===== src/rtl/ffd_pkg.sv =====
// Shared definitions for the ffd_shift_n register family: mode encodings and
// a constant-evaluable ceiling-log2 used to size the shift counter.
package ffd_pkg;

    localparam logic [2:0] MODE_HOLD = 3'd0;
    localparam logic [2:0] MODE_LOAD = 3'd1;
    localparam logic [2:0] MODE_SHL  = 3'd2;
    localparam logic [2:0] MODE_SHR  = 3'd3;
    localparam logic [2:0] MODE_ROL  = 3'd4;
    localparam logic [2:0] MODE_ROR  = 3'd5;
    localparam logic [2:0] MODE_CLR  = 3'd6;
    localparam logic [2:0] MODE_RSVD = 3'd7;

    // Smallest n with 2**n >= value; usable in parameter and port declarations.
    function automatic int clog2(input int value);
        int result;
        int v;
        result = 0;
        v      = value - 1;
        while (v > 0) begin
            result = result + 1;
            v      = v >> 1;
        end
        return result;
    endfunction

endpackage


===== src/rtl/ffd_vec.sv =====
// Parametrised WIDTH-bit D register with clock enable and asynchronous
// active-high reset to RESET_VAL.
module ffd_vec #(
    parameter int               WIDTH     = 8,
    parameter logic [WIDTH-1:0] RESET_VAL = '0
) (
    input  logic             CLK,
    input  logic             RESET,
    input  logic             ENABLE,
    input  logic [WIDTH-1:0] D,
    output logic [WIDTH-1:0] Q
);

    always_ff @(posedge CLK or posedge RESET) begin
        // NOTE: sequential state uses <= so every register samples pre-edge values.
        if (RESET) begin
            Q <= RESET_VAL;
        end else if (ENABLE) begin
            Q <= D;
        end
    end

endmodule


===== src/rtl/ffd_shift_n.sv =====
// WIDTH-bit mode-selected register: hold/load/shift/rotate/clear with a
// saturating shift counter. Define FFD_SHIFT_PAR_OUT_EN to add PAR_VALID.
module ffd_shift_n
    import ffd_pkg::*;
#(
    parameter int               WIDTH     = 8,
    parameter logic [WIDTH-1:0] RESET_VAL = '0
) (
    input  logic                          CLK,
    input  logic                          RESET,
    input  logic                          ENABLE,
    input  logic [2:0]                    MODE,
    input  logic [WIDTH-1:0]              D,
    input  logic                          SIN,
    output logic [WIDTH-1:0]              Q,
    output logic                          SOUT,
    output logic [clog2(WIDTH+1)-1:0]     SHIFT_CNT,
    output logic                          DONE
`ifdef FFD_SHIFT_PAR_OUT_EN
    ,
    output logic                          PAR_VALID
`endif
);

    localparam int            CW      = clog2(WIDTH + 1);
    localparam logic [CW-1:0] CNT_MAX = CW'(WIDTH);

    logic [WIDTH-1:0] q_next;
    logic             sout_next;
    logic [CW-1:0]    cnt_next;
    logic             is_shift;

    always_comb begin
        // NOTE: defaults first so every path assigns every signal and no latch is inferred.
        q_next    = Q;
        sout_next = SOUT;
        cnt_next  = SHIFT_CNT;
        is_shift  = 1'b0;
        case (MODE)
            MODE_LOAD: begin
                q_next   = D;
                cnt_next = '0;
            end
            MODE_SHL: begin
                q_next    = {Q[WIDTH-2:0], SIN};
                sout_next = Q[WIDTH-1];
                is_shift  = 1'b1;
            end
            MODE_SHR: begin
                q_next    = {SIN, Q[WIDTH-1:1]};
                sout_next = Q[0];
                is_shift  = 1'b1;
            end
            MODE_ROL: begin
                q_next    = {Q[WIDTH-2:0], Q[WIDTH-1]};
                sout_next = Q[WIDTH-1];
                is_shift  = 1'b1;
            end
            MODE_ROR: begin
                q_next    = {Q[0], Q[WIDTH-1:1]};
                sout_next = Q[0];
                is_shift  = 1'b1;
            end
            MODE_CLR: begin
                q_next    = '0;
                sout_next = 1'b0;
                cnt_next  = '0;
            end
            MODE_HOLD, MODE_RSVD: ;
            default: ;
        endcase
        // Counter saturates at WIDTH while the data path keeps shifting.
        if (is_shift && (SHIFT_CNT != CNT_MAX)) begin
            cnt_next = SHIFT_CNT + CW'(1);
        end
    end

    ffd_vec #(
        .WIDTH     (WIDTH),
        .RESET_VAL (RESET_VAL)
    ) u_q (
        .CLK    (CLK),
        .RESET  (RESET),
        .ENABLE (ENABLE),
        .D      (q_next),
        .Q      (Q)
    );

    always_ff @(posedge CLK or posedge RESET) begin
        if (RESET) begin
            SOUT      <= 1'b0;
            SHIFT_CNT <= '0;
        end else if (ENABLE) begin
            SOUT      <= sout_next;
            SHIFT_CNT <= cnt_next;
        end
    end

    assign DONE = (SHIFT_CNT == CNT_MAX);

`ifdef FFD_SHIFT_PAR_OUT_EN
    // Updated every edge (not gated by ENABLE) so the pulse lasts exactly one cycle.
    always_ff @(posedge CLK or posedge RESET) begin
        if (RESET) begin
            PAR_VALID <= 1'b0;
        end else begin
            PAR_VALID <= ENABLE && is_shift && (SHIFT_CNT == CNT_MAX - CW'(1));
        end
    end
`endif

endmodule


===== config.mk =====
export PLATFORM = sky130hd
export DESIGN_NAME = ffd_shift_n
export DESIGN_NICKNAME = d
export VERILOG_FILES = /design/src/rtl/ffd_pkg.sv /design/src/rtl/ffd_vec.sv /design/src/rtl/ffd_shift_n.sv
export SDC_FILE = /design/constraint.sdc
export NUM_CORES = 1
export LEC_CHECK = 0
export BUFFER_PORTS_ARGS = -buffer_cell sky130_fd_sc_hd__buf_4
export CAP_MARGIN = 20
export CORE_UTILIZATION = 30
export DETAILED_ROUTE_END_ITERATION = 10
export SLEW_MARGIN = 20
export SYNTH_ARGS = -nofsm -noshare
export SYNTH_HDL_FRONTEND = slang
export SYNTH_HIERARCHICAL = 1
export SYNTH_SLANG_ARGS = --single-unit

===== constraint.sdc =====
create_clock -name CLK -period 1.7 [get_ports CLK]
set_input_delay 0.34 -clock CLK [delete_from_list [all_inputs] [get_ports CLK]]
set_output_delay 0.34 -clock CLK [all_outputs]
set_load 0.03 [all_outputs]

==> results.sh <==
export IMPL_status="complete, no violations"
export IMPL_coreArea_sq_um=3720
export IMPL_setup_worst_path_end="DONE"
export IMPL_drive_gt1_share_pct=35.7
export IMPL_initial_utilization_pct=31.5
export IMPL_path_max_fanout=5
export IMPL_synthesis_nets=147
export IMPL_max_freq_mhz=625
export IMPL_clk_pin_slew_worst_paths_ns=0.05
export IMPL_synth_mux_area_share_pct=24.0
export IMPL_cts_path_max_buffers=2
export IMPL_dr_pass1_iters=4
export IMPL_antenna_found_initial=0
export IMPL_via_per_inst=5.01
export IMPL_cp_required_ns=1.36
export IMPL_post_cts_setup_buffers=0
export IMPL_cts_sinks=13
export IMPL_syn_cell_area_sq_um=1170
export IMPL_reg2reg_slack_ns=0.23
export IMPL_synth_top_family_by_area="multiplexers"
export IMPL_fin_crit_sh_pct=94.1
export IMPL_dieArea_sq_um=4160
export IMPL_synth_compound_area_share_pct=21.3
export IMPL_io_buffers=28
export IMPL_crit_start="SHIFT_CNT[0]"
export IMPL_cp_start_kind="flip-flop"
export IMPL_cts_tree="done"
export IMPL_slew_headroom_pct=75.8
export IMPL_ys_top_cells_by_area="dfrtp_1, mux2_4, mux2_2"
export IMPL_synth_fa_ha_area_share_pct=3.10
export IMPL_grt_pass1_wl_um=4420
export IMPL_track_usage_pct=13.9
export IMPL_synth_xor_area_share_pct=1.50
export IMPL_timing_rr_end="SHIFT_CNT[0]"
export IMPL_area_growth_syn_to_layout_pct=22.3
export IMPL_stdcell_count=205
export IMPL_root_buffer="clkbuf_8"
export IMPL_synthDominantCellAreaShare_pct=27.8
export IMPL_post_drt_wl_per_cell_um=13.3
export IMPL_n_fill_cell=395
export IMPL_max_cap_viol_count=0
export IMPL_yosys_area_top_type="dfrtp_1"
export IMPL_diodes=0
export IMPL_place_gp_congestion=0.778
export IMPL_yosysMostFrequentCell="a21oi_1"
export IMPL_r2r_cells=6
export IMPL_hold_violations=0
export IMPL_cellLeakagePower_nw=0.674
export IMPL_peakVddDrop_uv=426
export IMPL_num_rows=22
export IMPL_htreeDepth=1
export IMPL_worst_pin_slew_ns=0.362
export IMPL_yosysUniqueCellTypes=36
export IMPL_final_nets=175
export IMPL_synth_edf_count=0
export IMPL_async_reset_ff_share_pct=100
export IMPL_grt_overflow=0
export IMPL_cts_resized=0
export IMPL_hold_class="in2async"
export IMPL_dp_cells=201
export IMPL_cts_buffers=3
export IMPL_final_antenna_net_count=0
export IMPL_synthSimpleGateAreaFrac_pct=12.8
export IMPL_crit_path_end_kind="output port"
export IMPL_grt_max_degree=22
export IMPL_grt_pass1_vias=910
export IMPL_setup_tns_ns=0
export IMPL_synthesis_instances=130
export IMPL_vias=1027
export IMPL_clk_latency_ns=0.25
export IMPL_setup_viol=0
export IMPL_cp_data_arrival_time_ns=1.26
export IMPL_worstSetupPathType="reg2out"
export IMPL_power_per_cell_area_nw_per_um2=1070
export IMPL_rr_startpoint="SHIFT_CNT[0]"
export IMPL_period_minus_slack_ns=1.60
export IMPL_rsz0062_at_grt="no"
export IMPL_die_w_um=64.5
export IMPL_synth_common_cells="a21oi_1, nand2_1, dfrtp_1"
export IMPL_cts_hold_buffers=0
export IMPL_maxSlewViolCount=0
export IMPL_wl_um=2720
export IMPL_syn_area_per_cell_sq_um=9.01
export IMPL_io_pins=29
export IMPL_clock_skew_ns=0.00400
export IMPL_dp_hpwl_um=1960
export IMPL_synth_ff_type="dfrtp_1"
export IMPL_synth_warnings=6
export IMPL_holdWs_ns=0.00348
export IMPL_ys_seq_elements=13
export IMPL_die_height_um=64.5
export IMPL_drt_iter0_markers=46
export IMPL_synth_seq_area_share_pct=27.8
export IMPL_drc_errors=0
export IMPL_power_mw=1.54
## stage by stage
stage	utilization, %	instance area (sq um)	setup WS, ns
floorplan	-	1170	0.142
global placement	37.3	1390	0.149
detailed placement	37.3	1390	0.120
CTS	38.5	1430	0.109
global route	38.6	1430	0.00798
finish	38.6	1430	0.0995
## cell usage in the layout, fill, tap and decap left out, types with 3 or more instances in the layout
cell      instances
a21oi_1          16
buf_4            32
clkbuf_8          3
dfrtp_1          12
inv_1             6
mux2_2            9
mux2_4            8
mux2i_1           6
nand2_1          15
nor2_1            9
nor2b_1           3
o21bai_1          6
o22ai_1           5
## how the worst min path moves through the flow
stage,to,startpoint
floorplan,SHIFT_CNT[0],RESET
global placement,SHIFT_CNT[3],RESET
detailed placement,SHIFT_CNT[3],RESET
CTS,SHIFT_CNT[3],RESET
global route,SHIFT_CNT[3],RESET
finish,SOUT,RESET
## sequential cells by signal, indices dropped and copies added (netlist names)
signal / count
SHIFT_CNT: 4
SOUT: 1
u_q/Q: 8
## area by class of cell
| class | instances | area (sq um) | share of cell area, % |
|---|---|---|---|
| Clock buffer | 4 | 45.0 | 3.14 |
| Inverter | 7 | 26.3 | 1.83 |
| Multi-Input combinational cell | 101 | 734 | 51.3 |
| Sequential cell | 13 | 327 | 22.8 |
| Tap cell | 48 | 60.1 | 4.19 |
| Timing Repair Buffer | 32 | 240 | 16.8 |
## worst max-delay path: stages (launching register included)
cell and delay [ns]:
dfrtp_1 0.42, inv_1 0.09, ha_1 0.16, nand2_1 0.07
nor2_1 0.11, buf_4 0.17
## cells by family (layout without fill, tap and decap cells)
kind of cell	count (synthesis)	after routing
muxes	23	23
DFF	13	13
xor gates and xnor gates	2	2
and+or+nand+nor	34	34
adders and majority gates	3	3
buffers and inverters	16	43
AOI/OAI and AO/OA	39	39
## report_power, final
group | total (mW) | internal [mW] | switching, mW
Sequential | 0.518 | 0.393 | 0.125
Combinational | 0.744 | 0.353 | 0.391
Clock | 0.277 | 0.166 | 0.111
## routing by layer
layer,track usage [%],routed length (um),up-vias
li1,-,-,515
met3,2.29,148,5
met1,20.7,1270,479
met4,7.22,55,0
met2,18.7,1240,28
met5,0,0,-
(Power assumes the default switching activity.)
